File: config.mk
export PLATFORM = sky130hd
export DESIGN_NAME = domain_sequencer
export DESIGN_NICKNAME = d
export VERILOG_FILES = /design/src/rtl/domain_sequencer.sv
export SDC_FILE = /design/constraint.sdc
export NUM_CORES = 1
export LEC_CHECK = 0
export ABC_AREA = 1
export BUFFER_PORTS_ARGS = -buffer_cell sky130_fd_sc_hd__buf_4
export CAP_MARGIN = 5
export CORE_ASPECT_RATIO = 1.1
export CORE_MARGIN = 2
export CORE_UTILIZATION = 50
export DETAILED_ROUTE_END_ITERATION = 16
export PLACE_DENSITY_LB_ADDON = 0.3
export SYNTH_ARGS = -nofsm -noshare
export SYNTH_HDL_FRONTEND = slang
export SYNTH_SLANG_ARGS = --single-unit
export TNS_END_PERCENT = 1
File: constraint.sdc
create_clock -name clk -period 3.6 [get_ports clk]
set_clock_uncertainty 0.05 [all_clocks]
set_input_delay 0.36 -clock clk [delete_from_list [all_inputs] [get_ports clk]]
set_output_delay 0.36 -clock clk [all_outputs]
set_load 0.02 [all_outputs]
File: src/rtl/domain_sequencer.sv
`default_nettype none
// ============================================================================
// Module      : domain_sequencer
// Description : Power-domain on/off sequencer (start, drain, quiesce, stop).
//               Optional drain timeout enabled by DOMAIN_SEQUENCER_TIMEOUT_EN.
// Revision    : 1.0 - initial release
// ============================================================================
module domain_sequencer #(
   parameter int QUIESCE_CYCLES = 12,
   parameter int DRAIN_TIMEOUT  = 1024
) (
   input  logic clk,
   input  logic async_rst,
   input  logic power_req,
   input  logic domain_init,
   input  logic drain_ack,
   output logic domain_enable,
   output logic drain_req,
   output logic domain_ready,
   output logic domain_off
`ifdef DOMAIN_SEQUENCER_TIMEOUT_EN
   ,
   output logic drain_timeout
`endif
);

   typedef enum logic [2:0] {
      ST_OFF      = 3'd0,
      ST_STARTING = 3'd1,
      ST_ACTIVE   = 3'd2,
      ST_DRAINING = 3'd3,
      ST_STOPPING = 3'd4
   } state_t;

   localparam logic [7:0] C_QUIESCE_LOAD = 8'(QUIESCE_CYCLES - 1);

   state_t     r_state;
   state_t     w_next;
   logic [7:0] r_quiesce;
   logic       w_drain_expire;
   logic       r_domain_enable;
   logic       r_drain_req;
   logic       r_domain_ready;
   logic       r_domain_off;

`ifdef DOMAIN_SEQUENCER_TIMEOUT_EN
   localparam logic [15:0] C_DRAIN_LAST = 16'(DRAIN_TIMEOUT - 1);

   logic [15:0] r_drain_cnt;
   logic        r_drain_timeout;

   // Counter holds (cycles spent draining - 1), so the last allowed cycle matches C_DRAIN_LAST.
   assign w_drain_expire = (r_drain_cnt == C_DRAIN_LAST);

   always_ff @(posedge clk or posedge async_rst) begin
      if (async_rst) begin
         r_drain_cnt     <= '0;
         r_drain_timeout <= 1'b0;
      end else begin
         if (w_next == ST_DRAINING && r_state != ST_DRAINING)
            r_drain_cnt <= '0;
         else if (r_state == ST_DRAINING)
            r_drain_cnt <= r_drain_cnt + 16'd1;

         if (r_state == ST_DRAINING && w_drain_expire && !drain_ack)
            r_drain_timeout <= 1'b1;
         else if (r_state == ST_OFF && power_req)
            r_drain_timeout <= 1'b0;
      end
   end

   assign drain_timeout = r_drain_timeout;
`else
   assign w_drain_expire = 1'b0;
`endif

   always_comb begin
      w_next = r_state;
      case (r_state)
         ST_OFF:      if (power_req) w_next = ST_STARTING;
         ST_STARTING: begin
            if (!power_req)       w_next = ST_STOPPING;
            else if (domain_init) w_next = ST_ACTIVE;
         end
         ST_ACTIVE:   if (!power_req) w_next = ST_DRAINING;
         ST_DRAINING: if (drain_ack || w_drain_expire) w_next = ST_STOPPING;
         ST_STOPPING: if (r_quiesce == 8'd0) w_next = ST_OFF;
         default:     w_next = ST_OFF;
      endcase
   end

   // Outputs are registered from the next-state decode so they line up with the state register.
   always_ff @(posedge clk or posedge async_rst) begin
      if (async_rst) begin
         r_state         <= ST_OFF;
         r_quiesce       <= '0;
         r_domain_enable <= 1'b0;
         r_drain_req     <= 1'b0;
         r_domain_ready  <= 1'b0;
         r_domain_off    <= 1'b1;
      end else begin
         r_state <= w_next;

         if (w_next == ST_STOPPING && r_state != ST_STOPPING)
            r_quiesce <= C_QUIESCE_LOAD;
         else if (r_state == ST_STOPPING && r_quiesce != 8'd0)
            r_quiesce <= r_quiesce - 8'd1;

         r_domain_enable <= (w_next == ST_STARTING) || (w_next == ST_ACTIVE) ||
                            (w_next == ST_DRAINING);
         r_drain_req     <= (w_next == ST_DRAINING);
         r_domain_ready  <= (w_next == ST_ACTIVE);
         r_domain_off    <= (w_next == ST_OFF);
      end
   end

   assign domain_enable = r_domain_enable;
   assign drain_req     = r_drain_req;
   assign domain_ready  = r_domain_ready;
   assign domain_off    = r_domain_off;

endmodule
`default_nettype wire

==> flow_summary.ini <==
[synth]
ys.flop_type = dfrtp_1
syn_avg_cell_area_um2 = 7.74
ys_ff_latch = 15
seq_area_frac_synth_pct = 47.7
synth_top_area_share_pct = 44.4
synth_edf_count = 0
synth_top_family_by_area = simple AND/OR/NAND/NOR gates
synth_mux_area_share_pct = 0
yosysTopAreaCell = dfrtp_1
synthSimpleGateAreaFrac_pct = 36.3
synth-adder-area-share_pct = 1.58
netlist_area_um2 = 790
synth_area_leaders = dfrtp_1 44%, nand2_1 14%, nand3_1 7.0%, inv_1 6.7%, nor2_1 6.2%
yosysUniqueCellTypes = 18
synth_nets = 108
synth_xor_area_share_pct = 2.22
synth-compound-area-share_pct = 4.28
ys_warn_count = 0
synth-async-reset-ratio_pct = 100
synth_cells = 102

[critical_path]
critPathMaxStageDelay_ns = 0.35
worstSetupEndpointType = flip-flop
path_cells = inv_1 > ha_1 > nand2_2 > nor2_1 > nor2_2 > nand4_1 > nand2_1
critical_path_arrival_ns = 1.61
crit_path_top_delay_cell = dfrtp_1
critPathMaxFanout = 6
path_class = reg -> reg
required_ns = 3.78
cp-start-kind = flip-flop

[routing]
route.detailed.drc = 0
route.vias.total = 673
via_per_inst = 5.14
first_pass_iters = 4
ant_nets = 0
wl_um = 1530
drtIter0Drc = 12
wl_per_cell_um = 11.7

[timing]
tns_ns = 0
min_period_ns = 1.44
rsz0062_at_grt = no
clock.fmax_ghz = 0.696
slew_viol_final = 0
setup_slack_ns = 2.16
setup_viol = 0
slew_headroom_pct = 64.3
worst_pin_slew_ns = 0.536
post-route-period-util_pct = 39.9
hold_viol = 0

[die]
fp.dieH_um = 45.7
rows = 15
start_util_pct = 51.9
io_pins = 9
die_w_um = 41.9
coreArea_um2 = 1520
die-area_um2 = 1910

[finish]
diodes = 0
syn_to_final_growth_pct = 13.6
mostFrequentLayoutCell = nand2_1
final_cell_area_um2 = 897
final_core_util_pct = 59.0
final_cell_mix = 29 x nand2_1, 14 x inv_1, 14 x dfrtp_1, 13 x nor2_1, 11 x nand3_1
layout-drive-gt1-share_pct = 16.7
nNetsFinal = 121

[outcome]
outcome = finished clean

[global_route]
grt_usage_pct = 19.3
grt_pass1_wl_um = 2630
grt_max_degree = 16
antenna_found_initial = 0
grt_overflow_total = 0
grt_pass1_vias = 660

[power_and_ir_drop]
p_per_area_nw_per_um2 = 890
power_leakage_nw = 0.490
p_total_mw = 0.798
peakVddDrop_mv = 0.518

[worst_hold_path]
hp-class = in -> async

[clocking]
clkTransAtPathRegs_ns = 0.08
htree_num_levels = 1
postCtsHoldBufs = 0
cts_sinks = 15
clockBufferDepth = 2
cts-buffers-inserted = 3
tritoncts = yes
clock_tree.root_cell = clkbuf_4
post_cts_resized = 0
cts_setup_buffers = 0
clk_latency_ns = 0.28

[placed_design]
port_buffers = 8
place_congestion = 0.819
place_area_um2 = 871
post-place-ws_ns = 2.17
hpwl_um = 1210

[job]
maxCapViolCount = 0
==> cell usage after synthesis, types with 2 or more instances <==
master,number
inv_1,14
nand4_1,6
nor2_2,2
nand2_1,29
xor2_1,2
o21ai_0,2
nand3_1,11
dfrtp_1,14
nor2_1,13
==> metal layers <==
layer | vias up | GRT usage [%] | share of wire, %
met4 | 0 | 7.74 | 1.5
met5 | - | 0 | 0
met2 | 11 | 35.9 | 53
met1 | 309 | 20.5 | 41
met3 | 4 | 5.95 | 4.3
li1 | 349 | - | -
==> kinds of logic after synthesis <==
family | Yosys count
buffers and inverters | 16
adders and majority gates | 1
AOI/OAI and AO/OA | 4
DFF | 15
xor gates and xnor gates | 2
and+or+nand+nor | 64
==> per-stage QoR <==
stage,hold WS (ns),instances
final,0.0612,131
after global routing,0.131,131
after CTS,0.0756,131
after detailed placement,0.390,127
after global placement,0.384,127
after floorplan,0.211,102
==> critical path, delay by kind of cell (launching register included) <==
kind | cells | cell delay, ns
adders and majority gates | 1 | 0.26
and+or+nand+nor | 5 | 0.64
DFF | 1 | 0.35
buffers and inverters | 1 | 0.08
==> where the power goes <==
part / switching, mW / total [mW] / internal [mW]
Clock: 0.0503 / 0.0933 / 0.0431
Sequential: 0.0640 / 0.307 / 0.243
Combinational: 0.255 / 0.399 / 0.144
==> flip-flops by register name, indices dropped and copies added, names as in the netlist <==
name / count
r_quiesce: 8
drain_req: 1
r_state: 3
domain_enable: 1
domain_off: 1
domain_ready: 1
==> final timing paths <==
path                              start  cells after the start  slack (ns)            end
hold reg to reg            r_quiesce[0]                      2        0.46   r_quiesce[0]
min in group clk              power_req                      2        0.29      drain_req
setup reg to reg           r_quiesce[0]                      7        2.16   r_quiesce[4]
hold / removal                async_rst                      2        0.06  domain_enable
setup / recovery           r_quiesce[0]                      7        2.16   r_quiesce[4]
max in group asynchronous     async_rst                      2        3.07     domain_off
==> final cells by class <==
| cell class | instances | area (um^2) |
|---|---|---|
| Fill cell | 142 | 623 |
| Sequential cell | 15 | 377 |
| Multi-Input combinational cell | 71 | 350 |
| Inverter | 16 | 62.6 |
| Timing Repair Buffer | 8 | 60.1 |
| Clock buffer | 4 | 26.3 |
| Tap cell | 17 | 21.3 |
Note: power is estimated with default switching activity, not from simulation.
